==> src/rtl/button_pkg.sv <==
// Shared types and default timing for the button debounce / auto-repeat block.
// The repeat FSM encoding is fixed here so every channel and any debug tooling agree on it.
package button_pkg;

  typedef enum logic [1:0] {
    IDLE   = 2'd0,
    DELAY  = 2'd1,
    REPEAT = 2'd2
  } rpt_state_e;

  localparam int unsigned DEF_NUM_BUTTONS         = 4;
  localparam int unsigned DEF_DEBOUNCE_CYCLES     = 250000;
  localparam int unsigned DEF_REPEAT_DELAY_CYCLES = 12500000;
  localparam int unsigned DEF_REPEAT_RATE_CYCLES  = 2500000;

  function automatic int unsigned max_u(input int unsigned a, input int unsigned b);
    return (a > b) ? a : b;
  endfunction

endpackage

==> src/rtl/button_repeat_debouncer_if.sv <==
// Event bundle produced by a button channel: debounced level plus its one-cycle pulses.
// WIDTH=1 per channel inside the design; wider instances can carry a whole button bank.
interface button_repeat_debouncer_if #(
  parameter int unsigned WIDTH = 1
);
  logic [WIDTH-1:0] debounced;
  logic [WIDTH-1:0] press;
  logic [WIDTH-1:0] rel;
  logic [WIDTH-1:0] rpt;
  logic [WIDTH-1:0] move;

  modport master (output debounced, press, rel, rpt, move);
  modport slave  (input  debounced, press, rel, rpt, move);
endinterface

==> src/rtl/button_channel.sv <==
// One button: 2-flop synchronizer, stable-count debounce, edge pulses and repeat FSM.
// Auto-repeat logic is only built when BUTTON_AUTO_REPEAT_EN is defined.
module button_channel
  import button_pkg::*;
#(
  parameter int unsigned DEBOUNCE_CYCLES     = DEF_DEBOUNCE_CYCLES,
  parameter int unsigned REPEAT_DELAY_CYCLES = DEF_REPEAT_DELAY_CYCLES,
  parameter int unsigned REPEAT_RATE_CYCLES  = DEF_REPEAT_RATE_CYCLES
) (
  input  logic                             clk_i,
  input  logic                             rst_i,
  input  logic                             btn_i,
  button_repeat_debouncer_if.master        evt_if
);

  localparam int unsigned DEB_W = $clog2(DEBOUNCE_CYCLES + 1);

  if (DEBOUNCE_CYCLES < 1 || REPEAT_DELAY_CYCLES < 1 || REPEAT_RATE_CYCLES < 1) begin : g_bad_timing
    $error("button_channel: timing parameters must be at least 1");
  end

  logic             sync1_q, sync2_q;
  logic [DEB_W-1:0] deb_cnt_q, deb_cnt_d;
  logic             deb_q, deb_d;
  logic             press_q, rel_q, rpt_q, move_q;
  logic             rise_c, fall_c, rpt_d;

  always_ff @(posedge clk_i) begin
    if (rst_i) begin
      sync1_q   <= 1'b0;
      sync2_q   <= 1'b0;
      deb_cnt_q <= '0;
      deb_q     <= 1'b0;
      press_q   <= 1'b0;
      rel_q     <= 1'b0;
      rpt_q     <= 1'b0;
      move_q    <= 1'b0;
    end else begin
      sync1_q   <= btn_i;
      sync2_q   <= sync1_q;
      deb_cnt_q <= deb_cnt_d;
      deb_q     <= deb_d;
      press_q   <= rise_c;
      rel_q     <= fall_c;
      rpt_q     <= rpt_d;
      move_q    <= rise_c | rpt_d;
    end
  end

  // Level flips only after the synchronized input disagrees for DEBOUNCE_CYCLES samples in a row.
  always_comb begin
    deb_cnt_d = '0;
    deb_d     = deb_q;
    if (sync2_q != deb_q) begin
      if (deb_cnt_q == DEB_W'(DEBOUNCE_CYCLES - 1)) begin
        deb_d = ~deb_q;
      end else begin
        deb_cnt_d = deb_cnt_q + DEB_W'(1);
      end
    end
  end

  assign rise_c = deb_d & ~deb_q;
  assign fall_c = ~deb_d & deb_q;

`ifdef BUTTON_AUTO_REPEAT_EN
  localparam int unsigned RPT_MAX = max_u(REPEAT_DELAY_CYCLES, REPEAT_RATE_CYCLES);
  localparam int unsigned RPT_W   = (RPT_MAX > 1) ? $clog2(RPT_MAX) : 1;

  rpt_state_e       state_q, state_d;
  logic [RPT_W-1:0] rpt_cnt_q, rpt_cnt_d;

  always_ff @(posedge clk_i) begin
    if (rst_i) begin
      state_q   <= IDLE;
      rpt_cnt_q <= '0;
    end else begin
      state_q   <= state_d;
      rpt_cnt_q <= rpt_cnt_d;
    end
  end

  always_comb begin
    state_d   = state_q;
    rpt_cnt_d = (&rpt_cnt_q) ? rpt_cnt_q : rpt_cnt_q + RPT_W'(1);
    rpt_d     = 1'b0;
    unique case (state_q)
      IDLE: begin
        rpt_cnt_d = '0;
        if (rise_c) state_d = DELAY;
      end
      DELAY: begin
        if (rpt_cnt_q == RPT_W'(REPEAT_DELAY_CYCLES - 1)) begin
          state_d   = REPEAT;
          rpt_d     = 1'b1;
          rpt_cnt_d = '0;
        end
      end
      REPEAT: begin
        if (rpt_cnt_q == RPT_W'(REPEAT_RATE_CYCLES - 1)) begin
          rpt_d     = 1'b1;
          rpt_cnt_d = '0;
        end
      end
      default: state_d = IDLE;
    endcase
    // A release always wins, suppressing any repeat due in the same cycle.
    if (fall_c) begin
      state_d   = IDLE;
      rpt_d     = 1'b0;
      rpt_cnt_d = '0;
    end
  end
`else
  assign rpt_d = 1'b0;
`endif

  assign evt_if.debounced = deb_q;
  assign evt_if.press     = press_q;
  assign evt_if.rel       = rel_q;
  assign evt_if.rpt       = rpt_q;
  assign evt_if.move      = move_q;

endmodule

==> src/rtl/button_repeat_debouncer.sv <==
// Bank of independent debounced buttons with auto-repeat and an all-buttons chord pulse.
// Auto-repeat is built only with BUTTON_AUTO_REPEAT_EN defined; otherwise move equals press.
module button_repeat_debouncer
  import button_pkg::*;
#(
  parameter int unsigned NUM_BUTTONS         = DEF_NUM_BUTTONS,
  parameter int unsigned DEBOUNCE_CYCLES     = DEF_DEBOUNCE_CYCLES,
  parameter int unsigned REPEAT_DELAY_CYCLES = DEF_REPEAT_DELAY_CYCLES,
  parameter int unsigned REPEAT_RATE_CYCLES  = DEF_REPEAT_RATE_CYCLES
) (
  input  logic                   i_Clk,
  input  logic                   i_Reset,
  input  logic [NUM_BUTTONS-1:0] i_Buttons,
  output logic [NUM_BUTTONS-1:0] o_Debounced,
  output logic [NUM_BUTTONS-1:0] o_Press_Pulse,
  output logic [NUM_BUTTONS-1:0] o_Release_Pulse,
  output logic [NUM_BUTTONS-1:0] o_Repeat_Pulse,
  output logic [NUM_BUTTONS-1:0] o_Move_Event,
  output logic                   o_Chord_Pulse
);

  for (genvar g = 0; g < NUM_BUTTONS; g++) begin : g_chan
    button_repeat_debouncer_if #(.WIDTH(1)) chan_if ();

    button_channel #(
      .DEBOUNCE_CYCLES     (DEBOUNCE_CYCLES),
      .REPEAT_DELAY_CYCLES (REPEAT_DELAY_CYCLES),
      .REPEAT_RATE_CYCLES  (REPEAT_RATE_CYCLES)
    ) u_chan (
      .clk_i  (i_Clk),
      .rst_i  (i_Reset),
      .btn_i  (i_Buttons[g]),
      .evt_if (chan_if.master)
    );

    assign o_Debounced[g]     = chan_if.debounced;
    assign o_Press_Pulse[g]   = chan_if.press;
    assign o_Release_Pulse[g] = chan_if.rel;
    assign o_Repeat_Pulse[g]  = chan_if.rpt;
    assign o_Move_Event[g]    = chan_if.move;
  end

  // Chord fires once per 0->1 transition of the all-pressed condition.
  logic all_c, all_q, chord_q;

  assign all_c = &o_Debounced;

  always_ff @(posedge i_Clk) begin
    if (i_Reset) begin
      all_q   <= 1'b0;
      chord_q <= 1'b0;
    end else begin
      all_q   <= all_c;
      chord_q <= all_c & ~all_q;
    end
  end

  assign o_Chord_Pulse = chord_q;

endmodule

==> config.mk <==
export PLATFORM = sky130hd
export DESIGN_NAME = button_repeat_debouncer
export DESIGN_NICKNAME = d
export VERILOG_FILES = /design/src/rtl/button_pkg.sv /design/src/rtl/button_repeat_debouncer_if.sv /design/src/rtl/button_channel.sv /design/src/rtl/button_repeat_debouncer.sv
export SDC_FILE = /design/constraint.sdc
export NUM_CORES = 1
export LEC_CHECK = 0
export CORE_MARGIN = 2
export CORE_UTILIZATION = 65
export CTS_CLUSTER_SIZE = 8
export DETAILED_ROUTE_END_ITERATION = 16
export DONT_BUFFER_PORTS = 1
export PLACE_DENSITY = 0.8
export SLEW_MARGIN = 20
export SYNTH_ARGS = -nofsm -noshare
export SYNTH_HDL_FRONTEND = slang
export SYNTH_SLANG_ARGS = --single-unit
==> constraint.sdc <==
create_clock -name i_Clk -period 5.2 [get_ports i_Clk]
set_clock_uncertainty 0.1 [all_clocks]
set_input_delay 0 -clock i_Clk [delete_from_list [all_inputs] [get_ports i_Clk]]
set_output_delay 0 -clock i_Clk [all_outputs]
set_load 0.03 [all_outputs]
# Yosys cells after proc, flatten, opt, wreduce, memory -nomap -nowiden
# Index checks and enable logic that the tools add are counted.
[totals]
out_inout_bits = 21
word_cells = 73
ff_bits = 94
[classes]
n_reduce_logical = 5
n_eq_ne = 8
mux = 8
bitwise = 22
addsub = 4
[op_table]
columns = ["cell", "n"]
rows = [
  ["18-bit by 1-bit adder with 18-bit output, second input constant", 4],
  ["18-bit == test, second input constant", 4],
  ["1-bit NOT", 13],
  ["3-bit OR reduction", 4],
  ["1-bit bitwise AND", 9],
  ["1-bit 2-to-1 mux", 8],
  ["1-bit != test", 4],
  ["4-bit AND reduction", 1],
]

# Logic depth before layout (Yosys ltp)
# Gate-level depths: netlist of run 1.
[depth]
word_depth = 5
ltp_mapped = 6
ltp_nobuf = 5

# By module
# Synthesis of run 1 repeated with hierarchy kept, for this count alone.
[unflattened]
cells_unflattened = 466
area_unflattened_um2 = 4230.3
[by_module_without_submodules]
columns = ["mod", "instances", "area_each_um2", "cells_each", "seq_area_each_um2"]
rows = [
  ["button_channel", 4, 1003.5, 110, 460.4],
  ["button_repeat_debouncer", 1, 216.5, 26, 40.0],
]

# Worst setup path after synthesis of run 1
# No wires, ideal clock.
[synth_timing]
kind = "reg2reg"
start = "register g_chan[1].u_chan.deb_cnt_q[0]"
end = "register g_chan[1].u_chan.deb_cnt_q[10]"
t_required_ns = 4.985
arrival_time_ns = 1.709
path_stages_with_launch = 7
period_less_slack_ns = 1.924
path_buffers = 1
setup_slack_ns = 3.276
path_cell_list = "dfxtp_1 -> ha_1 -> nand3_2 -> or4_1 -> o21ai_2 -> buf_4 -> nor2_1"
[synth_via]
elab_chain_len = 2
word_cells_on_any_way = 3
[synth_lines]
columns = ["element", "line", "rtl"]
rows = [
  ["from (decl)", "button_channel.sv:23", "logic [DEB_W-1:0] deb_cnt_q, deb_cnt_d;"],
  ["from (signal assigned)", "button_channel.sv:41", "deb_cnt_q <= deb_cnt_d;"],
  ["branches (longest 2 deep; another with 18-bit by 1-bit adder with 18-bit output)", "-", ""],
]
# Several ways; the timed one is not identified.
# A chain may end at the register's enable or synchronous reset.

# Worst setup path after layout of run 1
# Same ends and word-level chain as after synthesis.

==> flow_metrics.py, run 1 <==
metrics = {
    "synthesis": {
        "syn_area_per_cell_um2": 9.023,
        "ys_top_cells_by_area": "dfxtp_1 (46%), xnor2_1 (7.6%), nor2_1 (6.6%)",
        "netlist_area_um2": 4133,
        "postSynthCellCount": 458,
        "synthFlopType": "dfxtp_1",
        "seq_area_frac_synth": 0.4553,
        "netlist.area_leader.share": 0.4553,
        "netlist_top_cells_count": "dfxtp_1 (94), nor2_1 (73), xnor2_1 (36), nand3_1 (23), buf_4 (21)",
        "ys_warn_count": 0,
        "ys_seq_elements": 94,
        "async_reset_ff_frac": 0,
        "synth_edf_count": 0,
        "synth_cell_types": 41,
        "yosys.cell_count.top_type": "dfxtp_1",
        "yosys.area.top_type": "dfxtp_1",
    },
    "clocking": {
        "cts_sinks": 94,
        "insertion_delay_ns": 0.35,
        "path_clk_slew_ns": 0.09,
        "cts_buffers": 9,
        "htreeDepth": 3,
        "root_buffer": "clkbuf_8",
        "ctsLongestPathBuffers": 2,
        "cts_tree": "built",
    },
    "sta": {
        "setup_tns_ns": 0,
        "finalSetupViolCount": 0,
        "hold_violations": 0,
        "rsz0062_at_grt": "no",
        "worst_pin_slew_ns": 1.052,
        "fin_crit_sh": 0.4405,
        "max_freq_mhz": 436.5,
        "min_period_ns": 2.291,
        "slew_headroom": 0.2938,
        "drv_slew": 0,
        "holdWs_ns": 0.2021,
    },
    "outcome": {
        "outcome": "complete, no violations",
    },
    "critical_path": {
        "crit_path_start_kind": "flip-flop",
        "critPathMaxFanout": 16,
        "critPathCaptureType": "flip-flop",
        "critPathRequiredTime_ns": 5.31,
        "criticalPathCategory": "flip-flop to flip-flop",
        "cp.arrival_ns": 2.40,
    },
    "layout": {
        "fin_nets": 457,
        "postLayoutCellArea_um2": 4308,
        "layout.cells.non_filler": 529,
        "antennaDiodeCount": 0,
        "area_growth_pct": 4.239,
        "drive_gt1_frac": 0.06195,
    },
    "grt": {
        "grt_usage": 0.2064,
        "overflow": 0,
        "grt_antenna_before_repair": 0,
        "grt_pass1_vias": 2783,
        "grt_pass1_wl_mm": 12.00,
        "grt_max_degree": 26,
    },
    "routing": {
        "drc_errors": 0,
        "drt-total-wl_mm": 6.900,
        "first_pass_iters": 4,
        "first_iter_violations": 120,
        "ant_nets": 0,
        "route.vias.total": 2966,
        "viasPerCell": 5.607,
        "wl_per_cell_um": 13.04,
    },
    "job": {
        "drv_cap": 0,
    },
    "floorplan": {
        "io_pins": 27,
        "core_um2": 6241,
        "start_util": 0.6622,
        "dieArea_um2": 7012,
        "num_rows": 29,
        "die_w_um": 83.74,
        "die_y_um": 83.74,
    },
    "placement": {
        "gp_congestion": 0.8057,
        "dp_cells": 508,
        "numPortBuffers": 0,
        "hpwl_mm": 4.872,
        "place_area_um2": 4044,
    },
    "power_and_ir_drop": {
        "seq_power_share": 0.588,
        "power_switching_uw": 253.4,
        "combPwrFrac": 0.016,
        "intPower_uw": 980.0,
        "power_leakage_uw": 0.001317,
        "clkPwrFrac": 0.396,
        "power_uw": 1233,
        "p_sw_frac": 0.2055,
        "powerDensity_nw_per_um2": 286.3,
        "peakVddDrop_mv": 0.2311,
    },
    "hold_path": {
        "hp-class": "input pin to flip-flop",
    },
}
==> metrics by stage <==
stage	utilization	setup WS [ns]
after floorplan	-	3.276
after global placement	0.6480	2.984
after detailed placement	0.6480	2.882
after CTS	0.6897	2.873
after global routing	0.6903	2.744
final	0.6903	2.909
==> per-layer routing <==
metal | vias up | wire (um) | global-route usage | part of all wire
li1 | 1536 | - | - | -
met1 | 1387 | 3273 | 0.2539 | 0.47
met2 | 36 | 3271 | 0.3491 | 0.47
met3 | 7 | 281 | 0.06330 | 0.041
met4 | 0 | 74 | 0.06012 | 0.011
met5 | - | 0 | 0 | 0
==> critical path: stages (launching register included) <==
cell and delay [ns]:
dfxtp_1 0.39, ha_1 0.22, nand3_2 0.17, or4_1 0.56
o21ai_2 0.58, nor2_1 0.12
==> placed cells by master, fill, tap and decap left out, drive strengths merged, types with 2 or more instances in the layout <==
cell,n
clkbuf,12
nand2,18
a21oi,13
nor4,15
nand3b,2
o21ai,10
nor4b,6
mux2i,4
nand3,25
nor2,73
o31ai,2
nand2b,11
ha,4
xnor2,36
nor3,18
or3,7
or4,8
and4,4
and2,4
inv,11
nor2b,8
clkinv,2
and3,10
conb,4
xor2,20
dlygate4sd3,5
dfxtp,94
nand4,20
==> cells by family after synthesis <==
group / synth area share
other cells: 0.0009074
simple gates: 0.3067
flops: 0.4553
xor+xnor: 0.1187
buf+inv: 0.05752
fa+ha+maj: 0.01211
mux: 0.009689
compound gates: 0.03905
==> sequential cells by signal, summed over array words and instances (netlist names) <==
signal	count
g_chan.u_chan.deb_cnt_q	72
g_chan.u_chan.evt_if.debounced	4
g_chan.u_chan.evt_if.rel	4
g_chan.u_chan.sync1_q	4
g_chan.u_chan.sync2_q	4
g_chan.u_chan.evt_if.press	3
all_q	1
g_chan.u_chan.evt_if.move	1
o_Chord_Pulse	1
==> repair_timing <==
| item | in CTS | in global routing |
|---|---|---|
| hold buffers | 5 | 0 |
| setup buffers | 0 | 0 |
| hold endpoints to repair | 61 | 0 |
| endpoints found under the setup margin | 0 | 0 |
| gates resized for setup | 0 | 0 |
==> cell type report <==
cell class	instances	area (um2)
Tap cell	77	96.34
Timing Repair Buffer	5	50.05
Fill cell	505	1933
Inverter	11	41.29
Sequential cell	94	1882
Clock buffer	12	155.1
Multi-Input combinational cell	326	2028
Clock inverter	4	55.05
==> power by group through the flow <==
stage / sequential, uW / clock, uW / combinational [uW]
floorplan: 742 / 0 / 16.9
global placement: 742 / 0 / 14.0
detailed placement: 742 / 0 / 14.3
global route: 726 / 527 / 21.4
CTS: 725 / 503 / 19.6
finish: 725 / 489 / 19.5
==> final timing paths <==
kind / start / end / slack (ns) / cells past startpoint
worst max-delay path: g_chan[1].u_chan.deb_cnt_q[0]$_SDFF_PP0_ / g_chan[1].u_chan.deb_cnt_q[10]$_SDFF_PP0_ / 2.91 / 5
worst min-delay path: i_Buttons[3] / g_chan[3].u_chan.sync1_q$_SDFF_PP0_ / 0.20 / 2
worst max register to register: g_chan[1].u_chan.deb_cnt_q[0]$_SDFF_PP0_ / g_chan[1].u_chan.deb_cnt_q[10]$_SDFF_PP0_ / 2.91 / 5
worst min register to register: all_q$_SDFF_PP0_ / o_Chord_Pulse$_SDFF_PP0_ / 0.30 / 1
Power figures use the tool's default switching activity.
==> run 2: changes to the inputs <==
--- a/config.mk
+++ b/config.mk
@@ -6,11 +6,11 @@
 export NUM_CORES = 1
 export LEC_CHECK = 0
 export CORE_MARGIN = 2
-export CORE_UTILIZATION = 65
+export CORE_UTILIZATION = 63
 export CTS_CLUSTER_SIZE = 8
 export DETAILED_ROUTE_END_ITERATION = 16
 export DONT_BUFFER_PORTS = 1
-export PLACE_DENSITY = 0.8
+export PLACE_DENSITY = 0.78
 export SLEW_MARGIN = 20
 export SYNTH_ARGS = -nofsm -noshare
 export SYNTH_HDL_FRONTEND = slang
==> constraint.sdc (replaced) <==
create_clock -name i_Clk -period 2.4 [get_ports i_Clk]
set_clock_uncertainty 0.1 [all_clocks]
set_input_delay 0 -clock i_Clk [delete_from_list [all_inputs] [get_ports i_Clk]]
set_output_delay 0 -clock i_Clk [all_outputs]
set_load 0.03 [all_outputs]
==> run 2 against run 1 <==
Net effect: setup slack worse by 2.5 ns; register-to-register slack got worse by 2.5 ns; largest cell class unchanged; highest routed layer unchanged; non-clock buffer count is 7 higher; die area grew 3.0%; core utilization decreased by 0.91 points.
==> flow_metrics.py, run 2 (synthesized netlist as in run 1, its figures left out) <==
metrics = {
    "layout": {
        "antennaDiodeCount": 0,
        "largest_register": "g_chan.u_chan.deb_cnt_q",
        "regArea_um2": 1882,
        "n_fill_cell": 492,
        "largest_reg_flops": 72,
        "postLayoutCellArea_um2": 4325,
        "multi_input_area_um2": 2024,
        "fin_nets": 464,
        "area_growth_pct": 4.662,
        "final_common_cell": "dfxtp_1",
        "drive_gt1_frac": 0.06972,
        "final_util": 0.6812,
        "layout_common_cells": "dfxtp_1 (94), nor2_1 (73), xnor2_1 (36), nand3_1 (23), xor2_1 (20)",
    },
    "grt": {
        "grt_max_degree": 26,
        "grt_usage": 0.2049,
        "grt_pass1_vias": 2807,
        "grt_antenna_before_repair": 0,
        "grt_pass1_wl_mm": 12.11,
        "overflow": 0,
    },
    "power_and_ir_drop": {
        "seq_power_share": 0.613,
        "powerDensity_nw_per_um2": 592.9,
        "power_switching_uw": 543.4,
        "peakVddDrop_mv": 0.3977,
        "p_sw_frac": 0.2119,
        "power_leakage_uw": 0.001329,
        "clkPwrFrac": 0.369,
        "combPwrFrac": 0.018,
        "intPower_uw": 2021,
    },
    "floorplan": {
        "dieArea_um2": 7223,
        "start_util": 0.6508,
        "die_w_um": 84.99,
        "io_pins": 27,
        "num_rows": 29,
        "core_um2": 6350,
        "die_y_um": 84.99,
    },
    "critical_path": {
        "cp.arrival_ns": 2.13,
        "critPathRequiredTime_ns": 2.55,
        "criticalPathCategory": "flip-flop to flip-flop",
        "crit_path_start_kind": "flip-flop",
        "critPathMaxFanout": 8,
        "critPathCaptureType": "flip-flop",
    },
    "placement": {
        "numPortBuffers": 0,
        "place_area_um2": 4096,
        "gp_congestion": 0.7743,
        "hpwl_mm": 4.985,
    },
    "routing": {
        "route.vias.total": 3041,
        "viasPerCell": 5.674,
        "first_iter_violations": 91,
        "drt-total-wl_mm": 7.022,
        "first_pass_iters": 4,
        "wl_per_cell_um": 13.10,
        "drc_errors": 0,
        "ant_nets": 0,
    },
    "clocking": {
        "ctsLongestPathBuffers": 2,
        "cts_tree": "built",
        "htreeDepth": 3,
        "path_clk_slew_ns": 0.08,
        "cts_buffers": 9,
        "cts_sinks": 94,
        "root_buffer": "clkbuf_8",
        "insertion_delay_ns": 0.35,
    },
    "sta": {
        "drv_slew": 0,
        "hold_violations": 0,
        "setup_tns_ns": 0,
        "rsz0062_at_grt": "no",
        "max_freq_mhz": 505.4,
        "slew_headroom": 0.4613,
        "finalSetupViolCount": 0,
        "min_period_ns": 1.979,
        "worst_pin_slew_ns": 0.8054,
        "fin_crit_sh": 0.8245,
    },
    "outcome": {
        "outcome": "complete, no violations",
    },
    "job": {
        "drv_cap": 0,
    },
    "hold_path": {
        "hp-class": "input pin to flip-flop",
    },
}
## run 2: routing by layer
| layer | wire (um) | up-vias | track usage |
|---|---|---|---|
| met5 | 0 | - | 0 |
| met4 | 91 | 0 | 0.06926 |
| met3 | 258 | 9 | 0.05545 |
| met2 | 3300 | 43 | 0.3295 |
| met1 | 3371 | 1437 | 0.2676 |
| li1 | - | 1552 | - |
## run 2: worst max-delay path, cell delays in order, from the launching register on
cell and delay, ns:
dfxtp_1 0.37, ha_1 0.33, nand3_1 0.22, or4_1 0.62, and3_1 0.24
## run 2: cell type report
type	instances	area share
Clock inverter	2	0.003760
Clock buffer	14	0.03760
Inverter	11	0.009546
Sequential cell	94	0.4351
Tap cell	77	0.02227
Multi-Input combinational cell	326	0.4680
Timing Repair Buffer	12	0.02372
## run 2: path summary, 6_finish.rpt
kind | from | to | slack [ns] | depth (start not counted)
max reg2reg | g_chan[3].u_chan.deb_cnt_q[0]$_SDFF_PP0_ | g_chan[3].u_chan.deb_cnt_q[1]$_SDFF_PP0_ | 0.42 | 4
min reg2reg | all_q$_SDFF_PP0_ | o_Chord_Pulse$_SDFF_PP0_ | 0.30 | 1
max | g_chan[3].u_chan.deb_cnt_q[0]$_SDFF_PP0_ | g_chan[3].u_chan.deb_cnt_q[1]$_SDFF_PP0_ | 0.42 | 4
min | i_Buttons[0] | g_chan[0].u_chan.sync1_q$_SDFF_PP0_ | 0.21 | 2
## run 2: power groups by stage
stage | clock [uW] | combinational [uW] | sequential, uW
floorplan | 0 | 36.6 | 1610
global placement | 0 | 34.1 | 1610
detailed placement | 0 | 34.6 | 1610
CTS | 965 | 46.3 | 1570
global route | 1050 | 51.1 | 1570
finish | 947 | 46.3 | 1570
## run 2: stage by stage
| step | power, uW | hold WS, ns | setup WS [ns] | instances |
|---|---|---|---|---|
| 6_report | 2564 | 0.2051 | 0.4212 | 536 |
| 5_1_grt | 2670 | 0.2032 | 0.2939 | 536 |
| 4_1_cts | 2582 | 0.1967 | 0.4158 | 536 |
| 3_5_place_dp | 1643 | -0.02359 | 0.4193 | 515 |
| 3_3_place_gp | 1642 | -0.02448 | 0.4744 | 515 |
| 2_1_floorplan | 1643 | 0.02818 | 0.4761 | 461 |
## run 2: what timing repair did
action,CTS,global route
hold endpoints to repair,94,0
resized for setup,0,0
hold buffers,5,0
buffers inserted,0,0
